--- src/rtl/apb_requester_if.sv ---
`default_nettype none
// -----------------------------------------------------------------------------
// apb_requester_if: command/response handshake plus APB completer bus. Rev 1.0
// -----------------------------------------------------------------------------
interface apb_requester_if #(
  parameter int dataBits  = 8,
  parameter int addrWidth = 2
);
  logic                 cmd_valid;
  logic                 cmd_ready;
  logic                 cmd_write;
  logic [addrWidth-1:0] cmd_addr;
  logic [dataBits-1:0]  cmd_wdata;
  logic                 rsp_valid;
  logic                 rsp_ready;
  logic [dataBits-1:0]  rsp_rdata;
  logic                 rsp_err;
  logic                 rsp_timeout;
  logic                 sel;
  logic                 enable;
  logic                 write;
  logic [addrWidth-1:0] addr;
  logic [dataBits-1:0]  wdata;
  logic [dataBits-1:0]  rdata;
  logic                 ready;
  logic                 slverr;

  modport master (
    input  cmd_valid, cmd_write, cmd_addr, cmd_wdata, rsp_ready, rdata, ready, slverr,
    output cmd_ready, rsp_valid, rsp_rdata, rsp_err, rsp_timeout,
           sel, enable, write, addr, wdata
  );

  modport slave (
    output cmd_valid, cmd_write, cmd_addr, cmd_wdata, rsp_ready, rdata, ready, slverr,
    input  cmd_ready, rsp_valid, rsp_rdata, rsp_err, rsp_timeout,
           sel, enable, write, addr, wdata
  );
endinterface
`default_nettype wire

--- src/rtl/apb_requester.sv ---
`default_nettype none
// -----------------------------------------------------------------------------
// apb_requester: one command -> one APB transfer -> one response. Rev 1.0
// -----------------------------------------------------------------------------
module apb_requester #(
  parameter int dataBits      = 8,
  parameter int addrWidth     = 2,
  parameter int timeoutCycles = 16
) (
  input  wire logic       clk,
  input  wire logic       reset,
  apb_requester_if.master bus
);
  localparam int CW = $clog2(timeoutCycles + 1);
  localparam logic [CW-1:0] c_WAIT_LIMIT = CW'(timeoutCycles - 1);

  typedef enum logic [1:0] {
    S_IDLE   = 2'd0,
    S_SETUP  = 2'd1,
    S_ACCESS = 2'd2,
    S_RESP   = 2'd3
  } state_t;

  state_t               state_q;
  logic [CW-1:0]        wait_q;
  logic                 cmd_ready_q;
  logic                 sel_q;
  logic                 enable_q;
  logic                 write_q;
  logic [addrWidth-1:0] addr_q;
  logic [dataBits-1:0]  wdata_q;
  logic                 rsp_valid_q;
  logic [dataBits-1:0]  rsp_rdata_q;
  logic                 rsp_err_q;
  logic                 rsp_timeout_q;

  always_ff @(posedge clk) begin
    if (!reset) begin
      state_q       <= S_IDLE;
      wait_q        <= '0;
      cmd_ready_q   <= 1'b0;
      sel_q         <= 1'b0;
      enable_q      <= 1'b0;
      write_q       <= 1'b0;
      addr_q        <= '0;
      wdata_q       <= '0;
      rsp_valid_q   <= 1'b0;
      rsp_rdata_q   <= '0;
      rsp_err_q     <= 1'b0;
      rsp_timeout_q <= 1'b0;
    end else begin
      case (state_q)
        S_IDLE: begin
          if (bus.cmd_valid && cmd_ready_q) begin
            cmd_ready_q <= 1'b0;
            sel_q       <= 1'b1;
            write_q     <= bus.cmd_write;
            addr_q      <= bus.cmd_addr;
            wdata_q     <= bus.cmd_wdata;
            wait_q      <= '0;
            state_q     <= S_SETUP;
          end else begin
            cmd_ready_q <= 1'b1;
          end
        end
        S_SETUP: begin
          enable_q <= 1'b1;
          state_q  <= S_ACCESS;
        end
        S_ACCESS: begin
          // A completion on the last allowed cycle wins over the watchdog.
          if (bus.ready) begin
            rsp_rdata_q   <= write_q ? '0 : bus.rdata;
            rsp_err_q     <= bus.slverr;
            rsp_timeout_q <= 1'b0;
          end else if (wait_q == c_WAIT_LIMIT) begin
            rsp_rdata_q   <= '0;
            rsp_err_q     <= 1'b1;
            rsp_timeout_q <= 1'b1;
          end else begin
            wait_q <= wait_q + CW'(1);
          end
          if (bus.ready || (wait_q == c_WAIT_LIMIT)) begin
            sel_q       <= 1'b0;
            enable_q    <= 1'b0;
            write_q     <= 1'b0;
            addr_q      <= '0;
            wdata_q     <= '0;
            rsp_valid_q <= 1'b1;
            state_q     <= S_RESP;
          end
        end
        S_RESP: begin
          if (bus.rsp_ready) begin
            rsp_valid_q <= 1'b0;
            cmd_ready_q <= 1'b1;
            state_q     <= S_IDLE;
          end
        end
        default: begin
          state_q     <= S_IDLE;
          cmd_ready_q <= 1'b0;
          sel_q       <= 1'b0;
          enable_q    <= 1'b0;
          rsp_valid_q <= 1'b0;
        end
      endcase
    end
  end

  assign bus.cmd_ready   = cmd_ready_q;
  assign bus.sel         = sel_q;
  assign bus.enable      = enable_q;
  assign bus.write       = write_q;
  assign bus.addr        = addr_q;
  assign bus.wdata       = wdata_q;
  assign bus.rsp_valid   = rsp_valid_q;
  assign bus.rsp_rdata   = rsp_rdata_q;
  assign bus.rsp_err     = rsp_err_q;
  assign bus.rsp_timeout = rsp_timeout_q;
endmodule
`default_nettype wire

--- src/flat_wrapper.sv ---
// flat-port wrapper written by rule: the top's interface ports become plain ports
module apb_requester_flat 
#(
  parameter int dataBits      = 8,
  parameter int addrWidth     = 2,
  parameter int timeoutCycles = 16
)
  (clk, reset, bus_cmd_valid, bus_cmd_write, bus_cmd_addr, bus_cmd_wdata, bus_rsp_ready, bus_rdata, bus_ready, bus_slverr, bus_cmd_ready, bus_rsp_valid, bus_rsp_rdata, bus_rsp_err, bus_rsp_timeout, bus_sel, bus_enable, bus_write, bus_addr, bus_wdata);
  apb_requester_if #(.dataBits(dataBits), .addrWidth(addrWidth)) bus_i ();
  input  wire logic clk;
  input  wire logic reset;
  input wire logic [$bits(bus_i.cmd_valid)-1:0] bus_cmd_valid;
  input wire logic [$bits(bus_i.cmd_write)-1:0] bus_cmd_write;
  input wire logic [$bits(bus_i.cmd_addr)-1:0] bus_cmd_addr;
  input wire logic [$bits(bus_i.cmd_wdata)-1:0] bus_cmd_wdata;
  input wire logic [$bits(bus_i.rsp_ready)-1:0] bus_rsp_ready;
  input wire logic [$bits(bus_i.rdata)-1:0] bus_rdata;
  input wire logic [$bits(bus_i.ready)-1:0] bus_ready;
  input wire logic [$bits(bus_i.slverr)-1:0] bus_slverr;
  output wire logic [$bits(bus_i.cmd_ready)-1:0] bus_cmd_ready;
  output wire logic [$bits(bus_i.rsp_valid)-1:0] bus_rsp_valid;
  output wire logic [$bits(bus_i.rsp_rdata)-1:0] bus_rsp_rdata;
  output wire logic [$bits(bus_i.rsp_err)-1:0] bus_rsp_err;
  output wire logic [$bits(bus_i.rsp_timeout)-1:0] bus_rsp_timeout;
  output wire logic [$bits(bus_i.sel)-1:0] bus_sel;
  output wire logic [$bits(bus_i.enable)-1:0] bus_enable;
  output wire logic [$bits(bus_i.write)-1:0] bus_write;
  output wire logic [$bits(bus_i.addr)-1:0] bus_addr;
  output wire logic [$bits(bus_i.wdata)-1:0] bus_wdata;
  assign bus_i.cmd_valid = bus_cmd_valid;
  assign bus_i.cmd_write = bus_cmd_write;
  assign bus_i.cmd_addr = bus_cmd_addr;
  assign bus_i.cmd_wdata = bus_cmd_wdata;
  assign bus_i.rsp_ready = bus_rsp_ready;
  assign bus_i.rdata = bus_rdata;
  assign bus_i.ready = bus_ready;
  assign bus_i.slverr = bus_slverr;
  assign bus_cmd_ready = bus_i.cmd_ready;
  assign bus_rsp_valid = bus_i.rsp_valid;
  assign bus_rsp_rdata = bus_i.rsp_rdata;
  assign bus_rsp_err = bus_i.rsp_err;
  assign bus_rsp_timeout = bus_i.rsp_timeout;
  assign bus_sel = bus_i.sel;
  assign bus_enable = bus_i.enable;
  assign bus_write = bus_i.write;
  assign bus_addr = bus_i.addr;
  assign bus_wdata = bus_i.wdata;
  apb_requester #(.dataBits(dataBits), .addrWidth(addrWidth), .timeoutCycles(timeoutCycles)) u_core (.clk(clk), .reset(reset), .bus(bus_i));
endmodule
--- config.mk ---
export PLATFORM = sky130hd
export DESIGN_NAME = apb_requester_flat
export DESIGN_NICKNAME = d
export VERILOG_FILES = /design/src/rtl/apb_requester_if.sv /design/src/rtl/apb_requester.sv /design/src/flat_wrapper.sv
export SDC_FILE = /design/constraint.sdc
export NUM_CORES = 1
export LEC_CHECK = 0
export CELL_PAD_IN_SITES_DETAIL_PLACEMENT = 1
export CELL_PAD_IN_SITES_GLOBAL_PLACEMENT = 1
export CORE_MARGIN = 4
export CORE_UTILIZATION = 34
export CTS_CLUSTER_SIZE = 12
export DETAILED_ROUTE_END_ITERATION = 10
export PLACE_DENSITY = 0.81
export RECOVER_POWER = 50
export SYNTH_ARGS = -nofsm -noshare
export SYNTH_HDL_FRONTEND = slang
export SYNTH_SLANG_ARGS = --single-unit
--- constraint.sdc ---
create_clock -name clk -period 6.5 [get_ports clk]
set_clock_uncertainty 0.2 [all_clocks]
set_input_delay 1.3 -clock clk [delete_from_list [all_inputs] [get_ports clk]]
set_output_delay 1.3 -clock clk [all_outputs]
set_load 0.03 [all_outputs]
# Yosys cells after proc, flatten, opt, wreduce, memory -nomap -nowiden
# Index checks and enable logic that the tools add are counted.
dict set report word_totals {
  ff_bits 32
  inputBits 25
  out_inout_bits 25
  elab_cells 69
}
dict set report classes {
  add_sub_neg 1
  n_eq_ne 9
  muxes 32
  n_reduce_logical 15
}
# operator count
set ops {}
lappend ops {{$mux W8} 5}
lappend ops {{$pmux W8 S2} 1}
lappend ops {{$mux W5} 3}
lappend ops {{$mux W1} 10}
lappend ops {{$mux W2} 5}
lappend ops {{$pmux W1 S2} 5}
lappend ops {{$pmux W5 S2} 1}
lappend ops {{$reduce_bool A2 Y1} 5}
lappend ops {{$reduce_and A3 Y1} 3}
lappend ops {{$pmux W2 S4} 1}
lappend ops {{$ne A2 B2 Y1 const B} 3}
lappend ops {{$reduce_and A2 Y1} 3}
lappend ops {{$add A5 B1 Y5 const B} 1}
lappend ops {{$eq A5 B4 Y1 const B} 1}
lappend ops {{$eq A2 B2 Y1 const B} 2}
lappend ops {{$ne A2 B1 Y1 const B} 2}
lappend ops {{$pmux W2 S2} 1}
lappend ops {{$reduce_and A4 Y1} 1}
lappend ops {{$eq A2 B1 Y1 const B} 1}
lappend ops {{$logic_not A2 Y1} 1}
lappend ops {{$logic_and A1 B1 Y1} 1}
lappend ops {{$logic_or A1 B1 Y1} 1}

# Longest topological paths before layout
dict set report logic_depth {
  depth_word 4
  depth_mapped 7
  ltp_nobuf 6
}

# Worst setup path before layout
# Ideal clock, no wire load.
dict set report synth_path {
  kind {input port to flip-flop}
  from {input bus_ready}
  to {register u_core.wait_q[3]}
  setup_ns 0.074
  t_arrival_ns 2.114
  required_time_ns 6.226
  setup_slack_ns 4.112
  cell_stages 3
  path_buffers 0
  path_cell_list {nor3b_4 -> or4b_1 -> a31oi_1}
}
dict set report synth_between {
  elab_chain_len 2
}
# element line_no
set synth_rtl {}
lappend synth_rtl {{start: declaration} flat_wrapper.sv:18} ;# input wire logic [$bits(bus_i.ready)-1:0] bus_ready;
lappend synth_rtl {{$ne A2 B2 Y1 (no line)} --}
lappend synth_rtl {{$reduce_and A4 Y1 (no line)} --}
lappend synth_rtl {{end signal: assignment} apb_requester.sv:81} ;# wait_q <= wait_q + CW'(1);
lappend synth_rtl {{end: declaration} apb_requester.sv:25} ;# logic [CW-1:0] wait_q;
# Every way passes these cells.
# A chain may end at the register's enable or synchronous reset.

==> flow_metrics.py <==
metrics = {
    "yosys": {
        "syn_inst": 136,
        "yosysWarnings": 0,
        "syn_area_sq_um": 1300,
        "synth_fp_nets": 167,
        "yosysSeqAreaShare_pct": 49.2,
        "ys_async_sr_fraction_pct": 0,
        "synth.lib_cells_used.distinct": 32,
        "post_synth_edffs": 0,
        "yosys_register_bits": 32,
        "post_synthesis_mean_instance_area_sq_um": 9.58,
        "synth-main-ff-cell": "dfxtp_1",
    },
    "timing": {
        "tightest_slew_ns": 1.28,
        "post-route-period-util_pct": 58.3,
        "maxSlewHeadroom_pct": 14.1,
        "finalHoldViolCount": 0,
        "hold_ws_ns": 0.253,
        "final_sum_of_negative_setup_slack_ns": 0,
        "upper_clock_frequency_limit_mhz": 264,
        "period_minus_slack_ns": 3.79,
        "rsz_0062_raised_after_global_routing": "false",
        "maxSlewViolCount": 0,
        "setup_violations": 0,
        "setup_slack_ns": 2.71,
    },
    "run_status": {
        "outcome": "complete, no violations",
    },
    "min_path": {
        "hold_path_end": "u_core.bus.sel$_SDFFE_PN0P_",
        "hold_depth": 1,
        "hp-class": "reg -> reg",
        "min_from": "u_core.bus.sel$_SDFFE_PN0P_",
    },
    "detailed_routing": {
        "vias_per_cell": 5.09,
        "highest_layer": "met4",
        "m1WireLength_microns": 1610,
        "finalWirelength_microns": 3740,
        "final_antenna_net_count": 0,
        "post-route-drc-count": 0,
        "route.vias.total": 1192,
        "detailroute.wirelength.met2_microns": 1870,
        "met3_wirelength_microns": 178,
        "drt-wirelength-per-cell_microns": 16.0,
        "detail_route.first_pass.iterations": 2,
        "first_iter_violations": 50,
    },
    "cts": {
        "postCtsSetupBuffers": 0,
        "post_cts_resized": 0,
        "tritoncts.num_buffers": 5,
        "clock_insertion_delay_worst_skew_ns": 0.29,
        "clkSlewWorstSetupHoldPaths_ns": 0.06,
        "max-clock-path-buffers": 2,
        "tritoncts": "done",
        "clock_sink_count": 32,
        "ctsHtreeMaxLevel": 2,
        "cts-root-buf": "clkbuf_8",
        "cts_hold_buf": 0,
    },
    "power": {
        "p_leak_uw": 0.000764,
        "ir_worst_vdd_mv": 0.185,
        "power_density_nw_per_um2": 356,
    },
    "place": {
        "dp_hpwl_microns": 2780,
        "placement.io_buffers": 49,
        "routabilityCongestion": 0.770,
        "post_dp_cell_area_sq_um": 1820,
        "place_worst_setup_slack_ns": 2.47,
    },
    "floorplan": {
        "core_sq_um": 3690,
        "die_width_microns": 69.9,
        "design.die.area_sq_um": 4890,
        "io-pin-count": 50,
        "floorplan.die.height_microns": 69.9,
        "rows": 22,
        "start_util_pct": 35.3,
    },
    "final_layout": {
        "layout_common_cells": "33 x clkdlybuf4s50_1, 32 x dfxtp_1, 16 x nand2_1, 16 x dlygate4sd3_1, 13 x nand3_1",
        "share_of_final_layout_standard_cells_stronger_than_drive_strength_1_pct": 6.45,
        "areaGrowthSynthToFinish_pct": 47.7,
        "final_common_cell": "clkdlybuf4s50_1",
        "final_layout_fill_cell_count": 428,
        "design_area_sq_um": 1920,
        "final_util_pct": 52.2,
        "antenna_cells": 0,
        "final_nets": 216,
    },
    "critical_path": {
        "worst-path-max-fanout": 14,
        "worstPathArrival_ns": 3.82,
        "worstReg2RegEnd": "u_core.bus.wdata[2]$_SDFFE_PN0P_",
        "critical_path_class": "in -> reg",
        "r2r_setup_slack_ns": 3.89,
        "startpoint_kind_of_the_worst_setup_timing_path": "input port",
        "required_ns": 6.52,
        "reg2reg_depth": 6,
        "critical_path.reg2reg.startpoint": "u_core.wait_q[0]$_SDFFE_PN0P_",
        "crit_path_end_kind": "register",
    },
    "grt": {
        "global_route_wire_length_before_repair_microns": 6300,
        "grt_antenna_before_repair": 0,
        "tot_gr_track_use_pct": 16.1,
        "grt_overflow_total": 0,
        "vias_in_the_first_global_route": 1270,
        "grt_max_degree": 15,
    },
    "flow_run": {
        "max_cap_viol_count": 0,
    },
}
==> worst max-delay path: stages <==
cell and delay [ns]:
dlygate4sd3_1 0.85, inv_1 0.32, nor3_1 1.08, a22o_1 0.25
==> flip-flops by register name, summed over array words and instances (netlist names), 2 cells and up <==
register	count
u_core.state_q	2
u_core.bus.addr	2
u_core.wait_q	5
u_core.bus.rsp_rdata	8
u_core.bus.wdata	8
==> cell type report <==
type                    count  area (sq um)  share of cell area (%)
well taps                  48          60.1                    3.12
flip-flops and latches     32           641                    33.3
inverters                   4          15.0                   0.780
multi-input cells          93           607                    31.5
clock inverters             3          42.5                    2.21
repair buffers             49           490                    25.5
clock buffers               5          68.8                    3.58
==> layer usage <==
layer | vias up | track usage, %
li1 | 586 | -
met5 | - | 0
met2 | 33 | 26.5
met4 | 0 | 6.60
met3 | 8 | 5.76
met1 | 565 | 19.0
==> through the flow <==
| stage | power [uW] | instances |
|---|---|---|
| after detailed placement | 505 | 226 |
| after global routing | 723 | 234 |
| after CTS | 698 | 234 |
| after floorplan | 412 | 136 |
| final | 685 | 234 |
| after global placement | 496 | 226 |
==> logic make-up (layout without fill, tap and decap cells) <==
kind of cell / count (synthesis) / in the layout / synth area share [%]
mux: 3 / 3 / 2.31
fa+ha+maj: 6 / 6 / 5.76
compound gates: 37 / 37 / 21.0
buf+inv: 11 / 61 / 3.36
flops: 32 / 32 / 49.2
simple gates: 47 / 47 / 18.3
==> how the worst max path moves through the flow <==
stage / endpoint / depth (start not counted) / startpoint / slack, ns
global placement: u_core.bus.wdata[5]$_SDFFE_PN0P_ / 4 / reset / 2.65
finish: u_core.bus.wdata[2]$_SDFFE_PN0P_ / 4 / reset / 2.71
detailed placement: u_core.bus.addr[1]$_SDFFE_PN0P_ / 4 / reset / 2.47
CTS: u_core.bus.wdata[2]$_SDFFE_PN0P_ / 4 / reset / 2.76
global route: u_core.bus.wdata[2]$_SDFFE_PN0P_ / 4 / reset / 2.47
floorplan: u_core.wait_q[3]$_SDFFE_PN0P_ / 3 / bus_ready / 4.11
==> synthesized netlist by cell type, types with 2 or more instances <==
library cell,n,share of area [%]
a22o_1,11,7.4
nand3_1,13,5.0
a31oi_1,2,0.96
buf_2,2,0.77
ha_1,6,5.8
nor2b_1,3,1.4
nor3_1,3,1.2
nand2b_1,2,0.96
a21oi_1,11,4.2
nand2_1,16,4.6
dfxtp_1,32,49
o221a_2,2,1.7
clkbuf_1,5,1.4
inv_1,4,1.2
nor2_1,5,1.4
mux2i_1,3,2.3
==> where the power goes <==
part           internal [uW]  total, uW  switching [uW]
logic                    103        249             146
clock network            113        190            76.3
registers                225        246            21.1
total                    441        685             244
No activity file was read; power rests on OpenSTA's default activity.
